--- src/rtl/ps2_keyboard_rx.sv ---
// ps2_keyboard_rx: oversampled PS/2 device-to-host receiver feeding a scan-code FIFO
module ps2_keyboard_rx #(
  parameter int FIFO_AW = 3,
  parameter int TIMEOUT = 100000
) (
  input  logic       clk_100MHz,
  input  logic       rst,
  input  logic       PS2_clk,
  input  logic       PS2_data,
  input  logic       rdn,
  output logic [7:0] data,
  output logic       ready,
  output logic       overflow,
  output logic       frame_err
);
  localparam int DEPTH = 1 << FIFO_AW;
  localparam int TW = $clog2(TIMEOUT + 1);
  logic [2:0] pc_q, pc_d, pd_q, pd_d;
  logic [3:0] cnt_q, cnt_d;
  logic [10:0] sr_q, sr_d, frame;
  logic [TW-1:0] tcnt_q, tcnt_d;
  logic [FIFO_AW-1:0] wr_ptr_q, wr_ptr_d, rd_ptr_q, rd_ptr_d;
  logic [FIFO_AW:0] count_q, count_d;
  logic overflow_q, overflow_d, frame_err_q, frame_err_d, rdn_q, rdn_d;
  logic [7:0] mem_q [DEPTH];
  logic fall, done, valid, timeout, push_req, push, pop, full;
  always_comb begin
    pc_d = {pc_q[1:0], PS2_clk};
    pd_d = {pd_q[1:0], PS2_data};
    fall = !pc_q[1] && pc_q[2];
    frame = {pd_q[1], sr_q[10:1]};
    done = fall && cnt_q == 4'd10;
    valid = !frame[0] && frame[10] && ^frame[9:1];
    timeout = cnt_q != 4'd0 && tcnt_q == TW'(TIMEOUT);
    sr_d = fall ? frame : sr_q;
    cnt_d = fall ? (done ? 4'd0 : cnt_q + 4'd1) : (timeout ? 4'd0 : cnt_q);
    tcnt_d = (fall || timeout || cnt_q == 4'd0) ? '0 : tcnt_q + TW'(1);
    frame_err_d = (done && !valid) || (timeout && !fall);
    rdn_d = rdn;
    pop = rdn_q && !rdn && ready;
    full = count_q == (FIFO_AW + 1)'(DEPTH);
    push_req = done && valid;
    // a full FIFO still accepts a code when the same cycle frees a slot
    push = push_req && (!full || pop);
    wr_ptr_d = push ? wr_ptr_q + FIFO_AW'(1) : wr_ptr_q;
    rd_ptr_d = pop ? rd_ptr_q + FIFO_AW'(1) : rd_ptr_q;
    count_d = count_q + (FIFO_AW + 1)'(push) - (FIFO_AW + 1)'(pop);
    overflow_d = overflow_q || (push_req && full && !pop);
  end
  always_ff @(posedge clk_100MHz) begin
    if (rst) begin
      pc_q <= 3'b111;
      pd_q <= 3'b111;
      cnt_q <= '0;
      sr_q <= '0;
      tcnt_q <= '0;
      wr_ptr_q <= '0;
      rd_ptr_q <= '0;
      count_q <= '0;
      overflow_q <= 1'b0;
      frame_err_q <= 1'b0;
      rdn_q <= 1'b1;
    end else begin
      pc_q <= pc_d;
      pd_q <= pd_d;
      cnt_q <= cnt_d;
      sr_q <= sr_d;
      tcnt_q <= tcnt_d;
      wr_ptr_q <= wr_ptr_d;
      rd_ptr_q <= rd_ptr_d;
      count_q <= count_d;
      overflow_q <= overflow_d;
      frame_err_q <= frame_err_d;
      rdn_q <= rdn_d;
    end
  end
  always_ff @(posedge clk_100MHz) begin
    if (!rst && push) mem_q[wr_ptr_q] <= frame[8:1];
  end
  assign ready = count_q != '0;
  assign data = ready ? mem_q[rd_ptr_q] : 8'h00;
  assign overflow = overflow_q;
  assign frame_err = frame_err_q;
endmodule

--- config.mk ---
export PLATFORM = sky130hd
export DESIGN_NAME = ps2_keyboard_rx
export DESIGN_NICKNAME = d
export VERILOG_FILES = /design/src/rtl/ps2_keyboard_rx.sv
export SDC_FILE = /design/constraint.sdc
export NUM_CORES = 1
export LEC_CHECK = 0
export CAP_MARGIN = 20
export CELL_PAD_IN_SITES_DETAIL_PLACEMENT = 1
export CELL_PAD_IN_SITES_GLOBAL_PLACEMENT = 1
export CORE_ASPECT_RATIO = 0.5
export CORE_MARGIN = 3
export CORE_UTILIZATION = 40
export CTS_CLUSTER_DIAMETER = 30
export CTS_CLUSTER_SIZE = 12
export DETAILED_ROUTE_END_ITERATION = 8
export DONT_BUFFER_PORTS = 1
export GPL_TIMING_DRIVEN = 0
export PLACE_DENSITY = 0.68
export SKIP_LAST_GASP = 1
export SYNTH_ARGS = -nofsm -noshare
export SYNTH_HDL_FRONTEND = slang
export SYNTH_SLANG_ARGS = --single-unit
--- constraint.sdc ---
create_clock -name clk_100MHz -period 3.59 [get_ports clk_100MHz]
set_input_delay 1.077 -clock clk_100MHz [delete_from_list [all_inputs] [get_ports clk_100MHz]]
set_output_delay 1.077 -clock clk_100MHz [all_outputs]
set_load 0.05 [all_outputs]
==> qor.txt <==
Status - finished clean
Req. time, crit path - 2510 ps
Yosys top cell by area - edfxtp_1
Critical R2R Launch - sr_q[4]
RSZ-0062 raised after global routing - false
Synth warn - 0
Max stage delay on crit path - 630 ps
GP Congestion - 0.786
Final period util - 95.2%
Top cell type's share of synthesized area - 40.4%
Crit end category - output port
Final Skew - 7.28 ps
Lkg Pwr - 1.84 nW
Setup tns final - 0 ps
Core area - 11300 um^2
Met3 Track Usage GR - 5.63%
Simple-gate share of the synthesized area - 13.8%
Commonest cells in the netlist - edfxtp_1 (64), dfxtp_1 (52), nor2_1 (47)
Flop-to-flop setup slack - 450 ps
Fillers - 1169
Ys async rst share - 0%
Setup repair bufs after CTS - 0
Hold Path Depth - 1
Slew headroom - 31.8%
GR peak layer - met2
Syn Std Cell Area - 4760 um^2
Slew Viols, Final - 0
Vias/cell - 5.13
DRT antenna net count - 0
Largest net degree at the start of global routing - 17
Peak VDD IR - 0.293 mV
Register area - 2960 um^2
CP cell instances - buf_4, mux4_2, mux2i_1, nor2_2
Met2 Use GR - 28.0%
CTS tree - built
Avg Cell Area, Syn - 12.9 um^2
Final wirelength - 10000 um
Die W - 160 um
Latest clock arrival within the worst-skew pair - 410 ps
Die ar. - 13300 um^2
Top cells by area, synth - edfxtp_1 (40%), dfxtp_1 (22%), mux4_2 (7.6%)
Worst path slowest cell - dfxtp_1
Register area share after synthesis - 62.3%
R2R depth - 5
Drt drc - 0
Rows - 27
HP Class - reg2reg
Post-synthesis compound-gate area fraction - 3.26%
I/O pin count - 16
Mux cell area share after synthesis - 9.68%
Setup-failing EPs final - 0
Arr. time, crit path - 2340 ps
N_diodes - 0
CP bufs+invs - 1
Maxcap violations - 0
Yosys reg bits - 116
DP HPWL - 6900 um
Global route overflow - 0
Initial Util - 42.2%
Inserted Clock Buffers - 17
Post-synth EDFFs - 64
Root Buffer - clkbuf_16
Routed vias - 2870
Routed len/inst - 17.9 um
Clock sink count - 116
1st-iter DRT viols - 85
Hold buffer count at cts - 0
Clk slew on worst S/H paths - 50 ps
Distinct cells, synth - 45
CTS Buffer Depth - 2
NumNets Final - 405
Fin Hold WS - 411 ps
Worst slew pin tran - 1020 ps
Most common cell in the netlist - edfxtp_1
Largest family of logic cells by synthesized area - simple AND/OR/NAND/NOR gates
# H-tree levels - 4
Die Ht - 83.1 um
Max Freq - 0.293 GHz
Area of the multi-input gates - 1720 um^2
Overall power - 0.00383 W
PortBufs - 0
Area Growth Syn to Fin - 17.0%
Global Route met1 Usage - 19.6%
CP top delay family - multiplexers
Worst Hold Endpoint - pc_q[1]
Type of origin of the critical path - flip-flop
Post-Synth XOR/XNOR Area - 5.44%
Initial antenna violation count - 0
Crit path max fanout - 10
Layout cell share with drive strength beyond 1 - 18.0%
Synth Area in Adders - 3.58%
Pre-Repair DR Iteration Count - 4
Hold Path Origin - pc_q[0]
Minimum clock period after layout - 3420 ps
Post-cts sizing count - 10
Critical path type - reg2out
Pwr dens - 688 nW/um^2
Syn_nets - 386
Final Hold Viols - 0
GRT Overall Usage - 16.4%
Reg-to-reg endpoint - mem_q[2][0]
Top_reg_cell synth - edfxtp_1
Global-route wire length before repair - 16700 um
Vias in the first global route - 3167
Post-synthesis instance total - 368
-- logic make-up after synthesis --
family | after synthesis
DFF | 116
buffers and inverters | 24
AOI/OAI and AO/OA | 27
and+or+nand+nor | 135
xor gates and xnor gates | 27
adders and majority gates | 13
muxes | 26
-- flip-flops by register name, summed over array words and instances, names as in the netlist, named ones only --
| register | count |
|---|---|
| sr_q | 10 |
| frame_err | 1 |
| wr_ptr_q | 3 |
| pd_q | 2 |
| overflow | 1 |
| rd_ptr_q | 3 |
| cnt_q | 4 |
| mem_q | 64 |
| tcnt_q | 17 |
| pc_q | 3 |
| rdn_q | 1 |
| count_q | 4 |
-- final cells by class --
| type | count | share of cell area, % |
|---|---|---|
| Buffer | 11 | 0.832 |
| Clock buffer | 18 | 7.71 |
| Clock inverter | 14 | 2.76 |
| Inverter | 12 | 0.809 |
| Multi-Input combinational cell | 228 | 31.0 |
| Sequential cell | 116 | 53.2 |
| Tap cell | 159 | 3.57 |
| Timing Repair Buffer | 1 | 0.135 |
-- metal layers --
layer,vias up,share of wire [%]
met5,-,0
met4,0,0.85
li1,1362,-
met3,8,3.6
met1,1465,45
met2,35,51
-- stage by stage --
step / instances / area (um^2) / setup slack [ps] / utilization [%]
5_1_grt: 559 / 5570 / 26.6 / 49.3
4_1_cts: 559 / 5570 / 122 / 49.3
6_report: 559 / 5570 / 173 / 49.3
3_5_place_dp: 528 / 4960 / 131 / 44.0
2_1_floorplan: 368 / 4760 / 523 / -
3_3_place_gp: 527 / 4960 / 148 / 43.9
-- layout by cell type, fill, tap and decap left out, types with 6 or more instances in the layout --
cell type,Yosys,layout
inv_1,12,12
nor2_2,0,8
dfxtp_1,52,52
mux4_2,16,16
edfxtp_1,64,64
xnor2_1,15,15
ha_1,12,12
xor2_1,10,10
nor3_1,7,7
nand3_1,7,7
nor2_1,47,39
clkbuf_1,9,8
or2_2,6,6
clkbuf_16,0,17
mux2i_1,10,10
nand2_1,35,35
a21oi_1,15,15
-- power by group --
| part | switching, W | total (W) | internal, W | leakage [nW] |
|---|---|---|---|---|
| combinational | 0.000479 | 0.000708 | 0.000229 | 0.544 |
| sequential | 0.0000462 | 0.00147 | 0.00143 | 1.01 |
| clock | 0.000620 | 0.00165 | 0.00103 | 0.277 |
-- how the worst max path moves through the flow --
| stage | endpoint | slack, ps | cells after the start |
|---|---|---|---|
| finish | data[1] | 170 | 4 |
| global route | data[1] | 30 | 4 |
| CTS | data[1] | 120 | 4 |
| detailed placement | data[0] | 130 | 5 |
| global placement | mem_q[4][2] | 150 | 5 |
| floorplan | data[5] | 520 | 5 |
Power figures use the tool's default switching activity.
